`src/rtl/dmem_pkg.sv`:
```
// Shared constants, types and address-check helper for the data-memory arbiter.
package dmem_pkg;

  localparam int   DMEM_DEPTH = 32;
  localparam int   DMEM_IDX_W = 5;

  localparam logic REQ_CORE = 1'b0;
  localparam logic REQ_DMA  = 1'b1;

  typedef enum logic {
    RSP_IDLE,
    RSP_PEND
  } rsp_state_t;

  // A request is bad when it is not word aligned or addresses past the array.
  function automatic logic addr_bad(input logic [31:0] addr, input int idx_w);
    logic [31:0] hi;
    hi = addr >> (idx_w + 2);
    return (addr[1:0] != 2'b00) || (hi != 32'd0);
  endfunction

endpackage

```
`src/rtl/dmem_arbiter_if.sv`:
```
// One requester's request/response channel; master = requester, slave = arbiter.
interface dmem_arbiter_if #(
  parameter int DATA_W = 32
);
  logic              req_valid;
  logic              req_ready;
  logic              req_we;
  logic [31:0]       req_addr;
  logic [DATA_W-1:0] req_wdata;
  logic              rsp_valid;
  logic              rsp_ready;
  logic [DATA_W-1:0] rsp_rdata;
  logic              rsp_err;

  modport master (
    output req_valid, req_we, req_addr, req_wdata, rsp_ready,
    input  req_ready, rsp_valid, rsp_rdata, rsp_err
  );

  modport slave (
    input  req_valid, req_we, req_addr, req_wdata, rsp_ready,
    output req_ready, rsp_valid, rsp_rdata, rsp_err
  );
endinterface

```
`src/rtl/dmem_rsp_slot.sv`:
```
// Per-requester response FSM: holds the registered response until it is taken
// and reports whether the requester may issue a new request this cycle.
module dmem_rsp_slot
  import dmem_pkg::*;
#(
  parameter int DATA_W = 32
) (
  input  logic              CLK,
  input  logic              RST,
  input  logic              req_valid,
  input  logic              rsp_ready,
  input  logic              accept,
  input  logic              err_in,
  input  logic [DATA_W-1:0] rdata_in,
  output logic              eligible,
  output logic              rsp_valid,
  output logic              rsp_err,
  output logic [DATA_W-1:0] rsp_rdata
);

  rsp_state_t        state_reg;
  logic              valid_reg;
  logic              err_reg;
  logic [DATA_W-1:0] rdata_reg;

  always_ff @(posedge CLK) begin
    if (!RST) begin
      state_reg <= RSP_IDLE;
      valid_reg <= 1'b0;
      err_reg   <= 1'b0;
      rdata_reg <= '0;
    end else begin
      case (state_reg)
        RSP_IDLE: begin
          if (accept) begin
            state_reg <= RSP_PEND;
            valid_reg <= 1'b1;
            err_reg   <= err_in;
            rdata_reg <= rdata_in;
          end
        end
        RSP_PEND: begin
          // A new accept can only happen alongside the rsp handshake.
          if (accept) begin
            err_reg   <= err_in;
            rdata_reg <= rdata_in;
          end else if (rsp_ready) begin
            state_reg <= RSP_IDLE;
            valid_reg <= 1'b0;
          end
        end
        default: begin
          state_reg <= RSP_IDLE;
          valid_reg <= 1'b0;
        end
      endcase
    end
  end

  assign eligible  = req_valid && ((state_reg == RSP_IDLE) || rsp_ready);
  assign rsp_valid = valid_reg;
  assign rsp_err   = err_reg;
  assign rsp_rdata = rdata_reg;

endmodule

```
`src/rtl/dmem_arbiter.sv`:
```
// Core / DMA arbiter in front of the single-port data memory.
// Define DMEM_ARB_RR_EN for round-robin on conflicts; otherwise the core has fixed priority.
module dmem_arbiter
  import dmem_pkg::*;
#(
  parameter int DEPTH  = DMEM_DEPTH,
  parameter int DATA_W = 32
) (
  input  logic              CLK,
  input  logic              RST,
  dmem_arbiter_if.slave     c,
  dmem_arbiter_if.slave     d,
  output logic              mem_we,
  output logic [31:0]       mem_a,
  output logic [DATA_W-1:0] mem_wd,
  input  logic [DATA_W-1:0] mem_rd
);

  localparam int IDX_W = $clog2(DEPTH);

  logic [1:0]        req_valid;
  logic [1:0]        req_we;
  logic [31:0]       req_addr  [2];
  logic [DATA_W-1:0] req_wdata [2];
  logic [1:0]        rsp_ready;
  logic [1:0]        eligible;
  logic [1:0]        grant;
  logic [1:0]        rsp_valid;
  logic [1:0]        rsp_err;
  logic [DATA_W-1:0] rsp_rdata [2];

  logic              core_wins_tie;
  logic              any_grant;
  logic              sel_we;
  logic [31:0]       sel_addr;
  logic [DATA_W-1:0] sel_wdata;
  logic              addr_err;
  logic [DATA_W-1:0] rdata_in;

  assign req_valid[REQ_CORE] = c.req_valid;
  assign req_we[REQ_CORE]    = c.req_we;
  assign req_addr[REQ_CORE]  = c.req_addr;
  assign req_wdata[REQ_CORE] = c.req_wdata;
  assign rsp_ready[REQ_CORE] = c.rsp_ready;

  assign req_valid[REQ_DMA]  = d.req_valid;
  assign req_we[REQ_DMA]     = d.req_we;
  assign req_addr[REQ_DMA]   = d.req_addr;
  assign req_wdata[REQ_DMA]  = d.req_wdata;
  assign rsp_ready[REQ_DMA]  = d.rsp_ready;

`ifdef DMEM_ARB_RR_EN
  logic last_dma_reg;

  // Reset as if the DMA went last so the core takes the first tie.
  always_ff @(posedge CLK) begin
    if (!RST) begin
      last_dma_reg <= 1'b1;
    end else if (any_grant) begin
      last_dma_reg <= grant[REQ_DMA];
    end
  end

  assign core_wins_tie = last_dma_reg;
`else
  assign core_wins_tie = 1'b1;
`endif

  assign grant[REQ_CORE] = RST && eligible[REQ_CORE] && (!eligible[REQ_DMA] || core_wins_tie);
  assign grant[REQ_DMA]  = RST && eligible[REQ_DMA] && !grant[REQ_CORE];
  assign any_grant       = |grant;

  assign c.req_ready = grant[REQ_CORE];
  assign d.req_ready = grant[REQ_DMA];

  assign sel_we    = grant[REQ_DMA] ? req_we[REQ_DMA]    : req_we[REQ_CORE];
  assign sel_addr  = grant[REQ_DMA] ? req_addr[REQ_DMA]  : req_addr[REQ_CORE];
  assign sel_wdata = grant[REQ_DMA] ? req_wdata[REQ_DMA] : req_wdata[REQ_CORE];
  assign addr_err  = addr_bad(sel_addr, IDX_W);

  // Rejected requests never reach the array: the whole memory bus stays idle.
  always_comb begin
    mem_we   = 1'b0;
    mem_a    = '0;
    mem_wd   = '0;
    rdata_in = '0;
    if (any_grant && !addr_err) begin
      mem_we = sel_we;
      mem_a  = {{(32 - IDX_W){1'b0}}, sel_addr[IDX_W+1:2]};
      mem_wd = sel_wdata;
      if (!sel_we) begin
        rdata_in = mem_rd;
      end
    end
  end

  generate
    for (genvar gi = 0; gi < 2; gi++) begin : g_slot
      dmem_rsp_slot #(
        .DATA_W (DATA_W)
      ) u_slot (
        .CLK       (CLK),
        .RST       (RST),
        .req_valid (req_valid[gi]),
        .rsp_ready (rsp_ready[gi]),
        .accept    (grant[gi]),
        .err_in    (addr_err),
        .rdata_in  (rdata_in),
        .eligible  (eligible[gi]),
        .rsp_valid (rsp_valid[gi]),
        .rsp_err   (rsp_err[gi]),
        .rsp_rdata (rsp_rdata[gi])
      );
    end
  endgenerate

  assign c.rsp_valid = rsp_valid[REQ_CORE];
  assign c.rsp_err   = rsp_err[REQ_CORE];
  assign c.rsp_rdata = rsp_rdata[REQ_CORE];
  assign d.rsp_valid = rsp_valid[REQ_DMA];
  assign d.rsp_err   = rsp_err[REQ_DMA];
  assign d.rsp_rdata = rsp_rdata[REQ_DMA];

endmodule
```
`src/flat_wrapper.sv`:
```
// flat-port wrapper written by rule: the top's interface ports become plain ports
module dmem_arbiter_flat import dmem_pkg::*;
#(
  parameter int DEPTH  = DMEM_DEPTH,
  parameter int DATA_W = 32
)
  (CLK, RST, mem_we, mem_a, mem_wd, mem_rd, c_req_valid, c_req_we, c_req_addr, c_req_wdata, c_rsp_ready, c_req_ready, c_rsp_valid, c_rsp_rdata, c_rsp_err, d_req_valid, d_req_we, d_req_addr, d_req_wdata, d_rsp_ready, d_req_ready, d_rsp_valid, d_rsp_rdata, d_rsp_err);
  dmem_arbiter_if #(.DATA_W(DATA_W)) c_i ();
  dmem_arbiter_if #(.DATA_W(DATA_W)) d_i ();
  input  logic CLK;
  input  logic RST;
  output logic mem_we;
  output logic [31:0] mem_a;
  output logic [DATA_W-1:0] mem_wd;
  input  logic [DATA_W-1:0] mem_rd;
  input wire logic [$bits(c_i.req_valid)-1:0] c_req_valid;
  input wire logic [$bits(c_i.req_we)-1:0] c_req_we;
  input wire logic [$bits(c_i.req_addr)-1:0] c_req_addr;
  input wire logic [$bits(c_i.req_wdata)-1:0] c_req_wdata;
  input wire logic [$bits(c_i.rsp_ready)-1:0] c_rsp_ready;
  output wire logic [$bits(c_i.req_ready)-1:0] c_req_ready;
  output wire logic [$bits(c_i.rsp_valid)-1:0] c_rsp_valid;
  output wire logic [$bits(c_i.rsp_rdata)-1:0] c_rsp_rdata;
  output wire logic [$bits(c_i.rsp_err)-1:0] c_rsp_err;
  input wire logic [$bits(d_i.req_valid)-1:0] d_req_valid;
  input wire logic [$bits(d_i.req_we)-1:0] d_req_we;
  input wire logic [$bits(d_i.req_addr)-1:0] d_req_addr;
  input wire logic [$bits(d_i.req_wdata)-1:0] d_req_wdata;
  input wire logic [$bits(d_i.rsp_ready)-1:0] d_rsp_ready;
  output wire logic [$bits(d_i.req_ready)-1:0] d_req_ready;
  output wire logic [$bits(d_i.rsp_valid)-1:0] d_rsp_valid;
  output wire logic [$bits(d_i.rsp_rdata)-1:0] d_rsp_rdata;
  output wire logic [$bits(d_i.rsp_err)-1:0] d_rsp_err;
  assign c_i.req_valid = c_req_valid;
  assign c_i.req_we = c_req_we;
  assign c_i.req_addr = c_req_addr;
  assign c_i.req_wdata = c_req_wdata;
  assign c_i.rsp_ready = c_rsp_ready;
  assign c_req_ready = c_i.req_ready;
  assign c_rsp_valid = c_i.rsp_valid;
  assign c_rsp_rdata = c_i.rsp_rdata;
  assign c_rsp_err = c_i.rsp_err;
  assign d_i.req_valid = d_req_valid;
  assign d_i.req_we = d_req_we;
  assign d_i.req_addr = d_req_addr;
  assign d_i.req_wdata = d_req_wdata;
  assign d_i.rsp_ready = d_rsp_ready;
  assign d_req_ready = d_i.req_ready;
  assign d_rsp_valid = d_i.rsp_valid;
  assign d_rsp_rdata = d_i.rsp_rdata;
  assign d_rsp_err = d_i.rsp_err;
  dmem_arbiter #(.DEPTH(DEPTH), .DATA_W(DATA_W)) u_core (.CLK(CLK), .RST(RST), .c(c_i), .d(d_i), .mem_we(mem_we), .mem_a(mem_a), .mem_wd(mem_wd), .mem_rd(mem_rd));
endmodule
```
`config.mk`:
```
export PLATFORM = sky130hd
export DESIGN_NAME = dmem_arbiter_flat
export DESIGN_NICKNAME = d
export VERILOG_FILES = /design/src/rtl/dmem_pkg.sv /design/src/rtl/dmem_arbiter_if.sv /design/src/rtl/dmem_rsp_slot.sv /design/src/rtl/dmem_arbiter.sv /design/src/flat_wrapper.sv
export SDC_FILE = /design/constraint.sdc
export NUM_CORES = 1
export LEC_CHECK = 0
export CORE_AREA = 3 3 116 118
export DETAILED_ROUTE_END_ITERATION = 8
export DIE_AREA = 0 0 119 121
export DONT_BUFFER_PORTS = 1
export HOLD_SLACK_MARGIN = 0.02
export PLACE_DENSITY = 0.41
export REMOVE_ABC_BUFFERS = 1
export SETUP_SLACK_MARGIN = 0.05
export SYNTH_ARGS = -nofsm -noshare
export SYNTH_HDL_FRONTEND = slang
export SYNTH_SLANG_ARGS = --single-unit
```
`constraint.sdc`:
```
create_clock -name CLK -period 6.1 [get_ports CLK]
set_input_delay 1.525 -clock CLK [delete_from_list [all_inputs] [get_ports CLK]]
set_output_delay 1.525 -clock CLK [all_outputs]
set_load 0.03 [all_outputs]
```
## After elaboration in Yosys (flattened, before gate mapping)

Cells that the tools add are included.

- Register bits after elaboration: 70
- Logic and storage cells: 60

- Equality and inequality tests: 6
- Muxes and demuxes: 28
- Bitwise logic cells: 2
- Reductions and logical operators: 16

Operators by type and width:

| operator | count |
|---|---|
| two-way mux 32 bit | 7 |
| nonzero test 32 bit | 1 |
| two-way mux 1 bit | 16 |
| inequality test 2 bit (second input constant) | 6 |
| one-hot mux 1 bit (2 select lines) | 4 |
| logical AND 1 bit | 6 |
| AND reduction 3 bit | 2 |
| two-way mux 5 bit | 1 |
| logical OR 1 bit | 3 |
| zero test 1 bit | 2 |
| NOT 1 bit | 2 |
| nonzero test 2 bit | 1 |
| OR reduction 2 bit | 1 |

## Depth between registers and ports, before layout

- Word-level depth: 13
- Mapped depth: 7

## Cells and area by module

A second synthesis with hierarchy kept.

- Cells, all modules: 565
- Area total of the unflattened synthesis: 4564.4 um^2

By module, submodules not included:

| module | instances | cells an instance | area each (um^2) |
|---|---|---|---|
| dmem_rsp_slot | 2 | 114 | 1362.6 |
| dmem_arbiter | 1 | 337 | 1839.3 |

## Worst setup path before layout

Ideal clock, no wire load.

- Path kind: input port to output port
- From: input c_req_addr[16]
- To: output mem_wd[10]
- Data arrival time: 3.374 ns
- Path slack: 1.201 ns
- Stages on the path: 5
- Path through: nor4_1 > nand4_1 > or3_4 > clkbuf_1 > a221oi_1

- Longest elaborated chain between the ends: 6

RTL lines:

| what | RTL line | RTL |
|---|---|---|
| start: declaration | flat_wrapper.sv:18 | `input wire logic [$bits(c_i.req_addr)-1:0] c_req_addr;` |
| two-way mux 32 bit | dmem_arbiter.sv:77 | `assign sel_addr = grant[REQ_DMA] ? req_addr[REQ_DMA] : req_addr[REQ_CORE];` |
| nonzero test 32 bit | dmem_pkg.sv:19 | `return (addr[1:0] != 2'b00) \|\| (hi != 32'd0);` |
| logical OR 1 bit | dmem_pkg.sv:19 |  |
| zero test 1 bit | dmem_arbiter.sv:87 | `if (any_grant && !addr_err) begin` |
| logical AND 1 bit | dmem_arbiter.sv:87 |  |
| two-way mux 32 bit | dmem_arbiter.sv:87 |  |
| end: declaration | flat_wrapper.sv:14 | `output logic [DATA_W-1:0] mem_wd;` |

Every way passes these cells.

## Final worst setup path

- From: input c_req_addr[16]
- To: output mem_wd[21]

The elaborated chain is that of the path after synthesis.

==> summary.md <==
| Metric | Value |
|---|---|
| Synthesized area | roughly 3600 um^2 |
| # setup viols final | 0 |
| EDFF count, synth | 0 |
| H-tree levels | 3 |
| Async S/R FF share, synth | 0 |
| Largest net degree at the start of global routing | 65 |
| Origin of the worst setup path | c_req_addr[16] |
| Commonest non-fill, non-tap cell in the layout | nand2_1 |
| Crit Path Category | in -> out |
| Final WS setup | between 1000 and 1500 ps |
| DRT Wirelength | between 10000 and 15000 um |
| Full die area | 14400 um^2 |
| Worst Path Required | ~4600 ps |
| Avg Cell Area, Syn | 9.01 um^2 |
| Crit-path max FO | 38 |
| Synth Instances | approximately 400 |
| Max_slew headroom | 0.556 |
| CORE AREA | ~13000 um^2 |
| Post-cts resize count | 0 |
| Vias per cell | 5.51 |
| Crit share post-route | 0.803 |
| Routability cong. | 0.834 |
| R2R depth | 7 |
| Core Util, Final | 0.324 |
| Layout Skew | ~4.8 ps |
| CTS root buffer | clkbuf_16 |
| Io pins | approximately 300 |
| Leakage power | ~0.0014 uW |
| Max cap viols | 0 |
| Synth cell types | 31 |
| #FFs+latches synth | 70 |
| Crit path DAT | about 3400 ps |
| Max reg flops | 64 |
| Max Fclk | between 200 and 250 MHz |
| Crit-path cells | nor4_1, nand4_1, or3_4, a221oi_2 |
| Reg clk slew, reported paths | 60 ps |
| Area leader, netlist | dfxtp_1 |
| Hold crit path type | reg -> reg |
| Slowest library cell on the worst path | a221oi_2 |
| Reg2Reg Setup Slack | slightly below 4000 ps |
| CTS Hold Buffers Added | 0 |
| RSZ-0062 raised after global routing | no |
| Die width | approximately 120 um |
| Post-detailed-placement half-perimeter wirelength | slightly above 9000 um |
| Place WS | 1190 ps |
| Crit path launch type | input pin |
| Top FF cell, synth | dfxtp_1 |
| Vias after detailed routing | ~3.2k |
| Largest cells by area after synthesis | dfxtp_1 (39%), a221oi_2 (8.4%), nand2_1 (8.2%) |
| First-pass GRT wire length | roughly 18000 um |
| # diodes | 0 |
| Pwr dens | ~270 nW/um^2 |
| Reg2reg end | u_core.g_slot[1].u_slot.rsp_err |
| CTS tree | yes |
| Layout cell share with drive strength beyond 1 | 0.188 |
| Final instance area | between 4000 and 5000 um^2 |
| Worst setup EP type | output pin |
| Area growth from synthesis to layout | 14.0% |
| Final ANT Viol Nets | 0 |
| CTS sink cnt | 70 |
| Skew-Pair Late Insertion Delay | around 330 ps |
| Worst hold margin | 503 ps |
| Most frequent cells in the layout | nand2_1 (78), dfxtp_1 (70), nand3_1 (33) |
| Synthesis Warnings | 0 |
| Vias in the first global route | just over 3k |
| Longest Clk Path Bufs | 2 |
| Worst-margin pin slew | between 600 and 700 ps |
| Post-synth top area share | 0.393 |
| Fin. Hold Viols | 0 |
| Initial Util | 0.284 |
| Final min period | 4900 ps |
| Die Y | between 100 and 150 um |
| Total CTS buffers | 9 |
| Setup Fix Bufs, Post-CTS | 0 |
| Grt ovf | 0 |
| Max-slew violation count | 0 |
| Initial antenna violation count | 0 |
| Sequential share of the synthesized area | 0.393 |
| Drt drc | 0 |
| Nets | between 500 and 600 |
| Row cnt | 41 |
| Max VDD drop | roughly 0.16 mV |
| Worst R2R Start | u_core.g_slot[0].u_slot.state_reg |
| # port buffers | 0 |
| GRT Util Overall | 0.159 |
| Area after DPL | between 3000 and 4000 um^2 |
| CP max stage delay | about 700 ps |
| Routed len/inst | 21.3 um |
| Worst Setup EP | mem_wd[21] |
| First-pass iteration count of the detailed router | 4 |
| Final setup TNS | 0 ps |
| Outcome | finished, final reports clean |
| Drt initial violations | 220 |
-- worst min path at each step --
| stage | from | end | slack (ps) | depth (start not counted) |
|---|---|---|---|---|
| after floorplan | u_core.g_slot[1].u_slot.state_reg | u_core.g_slot[1].u_slot.rsp_valid | 450 | 1 |
| after global placement | u_core.g_slot[1].u_slot.state_reg | u_core.g_slot[1].u_slot.rsp_valid | 470 | 1 |
| after detailed placement | u_core.g_slot[1].u_slot.state_reg | u_core.g_slot[1].u_slot.rsp_valid | 470 | 1 |
| after CTS | u_core.g_slot[1].u_slot.state_reg | u_core.g_slot[1].u_slot.rsp_valid | 500 | 1 |
| after global routing | u_core.g_slot[1].u_slot.state_reg | u_core.g_slot[1].u_slot.rsp_valid | 530 | 1 |
| final | u_core.g_slot[1].u_slot.state_reg | u_core.g_slot[1].u_slot.rsp_valid | 500 | 1 |
-- critical path: cells and delay by family --
kind               cells  cell delay (ps)
AOI/OAI and AO/OA      1              680
and+or+nand+nor        3             1150
-- layout make-up --
cell class	instances	area, um^2
clock inverter	6	86.3
fill	1337	8500
timing repair buffer	31	233
sequential	70	1400
tap	172	215
clock buffer	10	229
inverter	6	25.0
multi-input combinational	281	1880
-- per-stage QoR --
step | total power [uW] | std cells
after floorplan | 543 | 357
after global placement | 564 | 560
after detailed placement | 565 | 560
after CTS | 1120 | 576
after global routing | 1150 | 576
final | 1110 | 576
-- synth_stat cells (all sizes together) (2+ instances only) --
cell type  number
inv             6
o2bb2ai        32
nand2          78
buf            39
a22o           32
dfxtp          70
nor2            6
a311oi          2
nand3          33
or4             2
a221oi         38
nor4           10
a21oi           4
nand4           3
clkbuf         26
nor3            5
-- cells by family (layout without fill, tap and decap cells) --
kind of cell / after synthesis / after routing / synth area share
other: 1 / 27 / 0.00105
AOI/OAI and AO/OA: 111 / 111 / 0.304
and+or+nand+nor: 143 / 143 / 0.186
buffers and inverters: 71 / 53 / 0.117
DFF: 70 / 70 / 0.393
-- power breakdown --
group	switching (uW)	internal [uW]	total, uW
registers	5.89	460	466
clock network	194	357	551
logic	72.7	16.6	89.3
-- routing by layer --
metal / track usage / wire length, um
met4: 0.0550 / 244
met3: 0.0578 / 1220
met5: 0 / 0
met1: 0.198 / 4820
met2: 0.255 / 5950
(Power assumes the default switching activity.)
==> patch 1 (config.mk and constraints unchanged) <==
`DMEM_DEPTH`: 32 -> 64.
--- a/src/rtl/dmem_pkg.sv
+++ b/src/rtl/dmem_pkg.sv
@@ -2,5 +2,5 @@
 package dmem_pkg;
 
-  localparam int   DMEM_DEPTH = 32;
+  localparam int   DMEM_DEPTH = 64;
   localparam int   DMEM_IDX_W = 5;
 
Formal check against the unedited RTL: not equivalent (a bounded check fails within 4 cycles, from zero or initial values and one cycle with RST low).
==> patch 1 against the unedited design <==
Global-route usage up 3.0 points; die area unchanged; worst setup slack worse by 210 ps; total power down 6.6%; combinational power down 6.0%; clock skew down 2.0 ps; sequential cell count unchanged; synthesized area up 14%; design area up 5.0%; register-to-register slack worse by 470 ps; wire length up 19%.
==> patch 1: results (changes against the unedited design) <==
STA
  – Final hold violations: 0 (unchanged)
  – Skew final: 2.83 ps (-2.00 ps)
  – Slew margin rel.: 21.2% (-34 points)

Synthesis
  – Yosys warnings: 0 (unchanged)
  – Register area share after synthesis: 34.5% (-4.7 points)
  – Yosys cell types: 30 (-3.2%)
  – Main area contributors after synthesis: dfxtp_1, nor4b_1, nand3_1
  – Commonest cells post-synth: dfxtp_1, nand3_1, nand2_1
  – Fraction of registers with async set/reset: 0% (unchanged)
  – Syn Area/Cell: 7.36 sq um (-18%)

Finish
  – Diode count: 0 (unchanged)
  – Fill cell count: 1372 (+2.6%)
  – Fin cells: 686 (+19%)
  – Share of layout cells above drive strength 1: 4.86% (-14 points)
  – Largest register FFs: 64 (unchanged)
  – Multi-input logic area: 2150 sq um (+14%)
  – Final nets: 679 (+20%)

Setup path
  – Reg-to-Reg End: u_core.g_slot[1].u_slot.rsp_rdata[22]$_SDFFE_PN0N_
  – R2R Setup Slk: 3510 ps (-470 ps)
  – Worst R2R Path Depth: 7 (unchanged)
  – Critical Path Start: RST
  – CP max FO: 104 (+170%)
  – Worst endpoint data arrival time: 3580 ps (+210 ps)
  – Worst r2r src: u_core.g_slot[0].u_slot.state_reg$_SDFF_PN0_
  – Critical path endpoint: mem_wd[7]

Drt
  – Vias: 3862 (+22%)
  – Detailed-router iteration count before antenna repair: 4 (unchanged)
  – Post-Route WL: 14500 um (+19%)
  – Residual DRC: 0 (unchanged)
  – First-iteration detailed-routing DRC count: 228 (+3.6%)

Power and ir drop
  – Cell leakage power: 1.39 nW (-1.3%)
  – Sw Ratio: 24.1% (-0.49 points)
  – Worst VDD drop: 0.000119 V (-24%)

Clock tree
  – Clock Tree Buf Depth: 2 (unchanged)
  – Later-pin clock latency in the skew report: 320 ps
  – CTS H-tree depth: 3 (unchanged)
  – Clock Pin Slew Worst Setup and Hold Paths: 50 ps
  – CTS root buffer: clkbuf_16
  – CTS buffer count: 9 (unchanged)
  – Cts repair resizes: 0 (unchanged)
  – Post-CTS setup buffer count: 0 (unchanged)

Min path
  – Hold Path Class: register to register

Global route
  – Global-route wire length before repair: 21500 um (+19%)
  – Vias in the first global route: 3627 (+18%)
  – Initial antenna violation count: 1 (+1)
  – Largest net degree at the start of global routing: 105 (+62%)
  – Total GRT Usage: 18.9% (+3.0 points)

Run status
  – Outcome: complete, no violations

Place
  – Placed cell area: 4000 sq um (+6.5%)
  – Gp weighted congestion: 0.844 (+1.3%)
  – DP Cell Count: 672 (+20%)
  – Buffers on Ports: 0 (unchanged)
  – DP HPWL: 10200 um (+12%)
-- patch 1: critical path, stage by stage --
cell	delay [ps]
and2_1	150
o211ai_1	110
buf_4	370
inv_2	480
nor4b_1	490
o21a_1	370
-- patch 1: how the worst min path moves through the flow --
stage	slack, ps	start	cells after the start	endpoint
3_5_place_dp	540	u_core.g_slot[1].u_slot.state_reg$_SDFF_PN0_	2	u_core.g_slot[1].u_slot.rsp_valid$_SDFFE_PN0P_
5_1_grt	600	u_core.g_slot[0].u_slot.state_reg$_SDFF_PN0_	2	u_core.g_slot[0].u_slot.state_reg$_SDFF_PN0_
6_report	550	u_core.g_slot[1].u_slot.state_reg$_SDFF_PN0_	2	u_core.g_slot[1].u_slot.rsp_valid$_SDFFE_PN0P_
2_1_floorplan	490	u_core.g_slot[0].u_slot.state_reg$_SDFF_PN0_	2	u_core.g_slot[0].u_slot.state_reg$_SDFF_PN0_
3_3_place_gp	540	u_core.g_slot[0].u_slot.state_reg$_SDFF_PN0_	2	u_core.g_slot[0].u_slot.state_reg$_SDFF_PN0_
4_1_cts	550	u_core.g_slot[1].u_slot.state_reg$_SDFF_PN0_	2	u_core.g_slot[1].u_slot.rsp_valid$_SDFFE_PN0P_
-- patch 1: layer usage --
metal / wire, um / GRT usage, %
met1: 5970 / 23.8
met4: 184 / 3.84
met3: 1520 / 8.90
met2: 6830 / 29.7
met5: 0 / 0
-- patch 1: final cells by class --
cell class / instances / share of cell area [%]
clock buffer: 13 / 6.32
clock inverter: 1 / 0.117
inverter: 42 / 3.69
multi-input combinational: 378 / 50.3
sequential: 70 / 32.8
tap: 172 / 5.03
timing repair buffer: 10 / 1.76
-- patch 1: power by group through the flow --
| stage | registers [mW] | clock network [mW] | logic (mW) |
|---|---|---|---|
| floorplan | 0.475 | 0 | 0.0668 |
| global placement | 0.476 | 0 | 0.0828 |
| detailed placement | 0.476 | 0 | 0.0839 |
| CTS | 0.466 | 0.496 | 0.0840 |
| global route | 0.466 | 0.512 | 0.0924 |
| finish | 0.466 | 0.483 | 0.0839 |
-- patch 1: stage by stage --
stage               TNS (ps)  setup WS (ps)
global route               0            810
detailed placement         0           1020
floorplan             -78430          -1950
CTS                        0           1030
global placement           0           1110
finish                     0            992
-- patch 1: kinds of logic after synthesis --
logic type	Yosys count	synth area share, %
buffers and inverters	128	14.9
AND/OR/NAND/NOR	239	32.7
AO/OA/AOI/OAI	113	17.7
flip-flops	70	34.5
other	1	0.0924
==> patch 2 (config.mk and constraints unchanged) <==
Without the edit above. The option `DMEM_ARB_RR_EN` is turned on by a define.
--- a/src/rtl/dmem_arbiter.sv
+++ b/src/rtl/dmem_arbiter.sv
@@ -1,4 +1,6 @@
 // Core / DMA arbiter in front of the single-port data memory.
 // Define DMEM_ARB_RR_EN for round-robin on conflicts; otherwise the core has fixed priority.
+`define DMEM_ARB_RR_EN
+
 module dmem_arbiter
   import dmem_pkg::*;
Function: changed (Yosys sat finds a counterexample within 4 cycles, from zero or initial values and one cycle with RST low).
==> patch 2 against the unedited design <==
Critical path depth grew 1; combinational power down 22%; largest power group unchanged; synthesized area decreased by 10%; core utilization down 3.0 points; design area is 9.3% lower; maximum frequency fell by 1.5%; register-to-register slack improved by 230 ps; clock skew increased by 4.0 ps; worst setup slack got worse by 72 ps; total power down 3.2%; largest cell class unchanged; highest routed layer unchanged; wire length is 6.8% lower; sequential cell count up 1.
==> patch 2: results (changes against the unedited design) <==
Synthesis
  – Syn Area/Cell: 8.95 sq um (-0.66%)
  – Main area contributors after synthesis: dfxtp_1, a22o_1, nand2_1
  – Commonest cells post-synth: nand2_1, dfxtp_1, a22o_1
  – Register area share after synthesis: 44.5% (+5.2 points)
  – Yosys cell types: 32 (+3.2%)

Setup path
  – Reg-to-Reg End: u_core.g_slot[1].u_slot.rsp_rdata[3]$_SDFFE_PN0N_
  – Delay-heaviest family, CP: compound AO/OA/AOI/OAI gates
  – CP max FO: 26 (-32%)
  – Worst R2R Path Depth: 5 (-2)
  – Critical Path Start: d_rsp_ready
  – Critical path endpoint: mem_wd[19]
  – Worst endpoint data arrival time: 3450 ps (+80 ps)
  – Worst path slowest cell: inv_1
  – Worst path max stage delay: 650 ps (-30 ps)

Drt
  – First-iteration detailed-routing DRC count: 135 (-39%)
  – Vias: 2796 (-12%)
  – M1 wire length: 4270 um (-12%)
  – Wirelength per Cell: 21.0 um (-1.2%)
  – Met2 wire len: 5700 um (-4.1%)

Clock tree
  – Later-pin clock latency in the skew report: 320 ps
  – Cts repair resizes: 0 (unchanged)

Finish
  – Share of layout cells above drive strength 1: 14.3% (-4.5 points)
  – Final nets: 534 (-5.8%)

Global route
  – Grt met1 use: 17.1% (-2.7 points)
  – Total GRT Usage: 14.7% (-1.2 points)
  – Global-route wire length before repair: 16600 um (-8.5%)
  – Vias in the first global route: 2716 (-12%)
  – GR Util met2: 24.9% (-0.64 points)
  – GR Layer Usage met3: 6.34% (+0.56 points)
  – Initial antenna violation count: 0 (unchanged)

Place
  – Placed cell area: 3380 sq um (-10%)
  – Gp weighted congestion: 0.862 (+3.4%)
  – DP HPWL: 8930 um (-1.7%)

Min path
  – Hold EP: u_core.core_wins_tie$_SDFFE_PN1P_
  – Worst Hold Depth: 2 (+1)
  – Hold_sp: u_core.core_wins_tie$_SDFFE_PN1P_

Power and ir drop
  – Worst VDD drop: 0.000131 V (-16%)
  – Cell leakage power: 1.38 nW (-2.0%)

STA
  – Min Hold Slack: 508 ps (+4.70 ps)
  – Skew final: 8.88 ps (+4.05 ps)

Run status
  – Outcome: complete, no violations
[patch 2: kinds of logic after synthesis]
group / share of synthesized area, %
buffers and inverters: 11.6
flip-flops: 44.5
AO/OA/AOI/OAI: 27.4
AND/OR/NAND/NOR: 16.4
other: 0.117
[patch 2: metrics by stage]
| step | setup slack [ps] | cells |
|---|---|---|
| floorplan | 1070 | 325 |
| global placement | 1160 | 527 |
| detailed placement | 1130 | 527 |
| CTS | 1130 | 543 |
| global route | 977 | 543 |
| finish | 1130 | 543 |
[patch 2: layout make-up]
cell class | count | area (sq um)
fillers | 1347 | 8880
multi-input cells | 252 | 1510
flip-flops and latches | 71 | 1420
clock buffers | 11 | 253
repair buffers | 30 | 225
well taps | 172 | 215
clock inverters | 5 | 56.3
inverters | 2 | 7.51
[patch 2: where the power goes]
| part | internal [mW] | leakage, nW | switching, mW |
|---|---|---|---|
| registers | 0.467 | 0.573 | 0.00700 |
| logic | 0.0145 | 0.651 | 0.0549 |
| clock network | 0.338 | 0.152 | 0.189 |
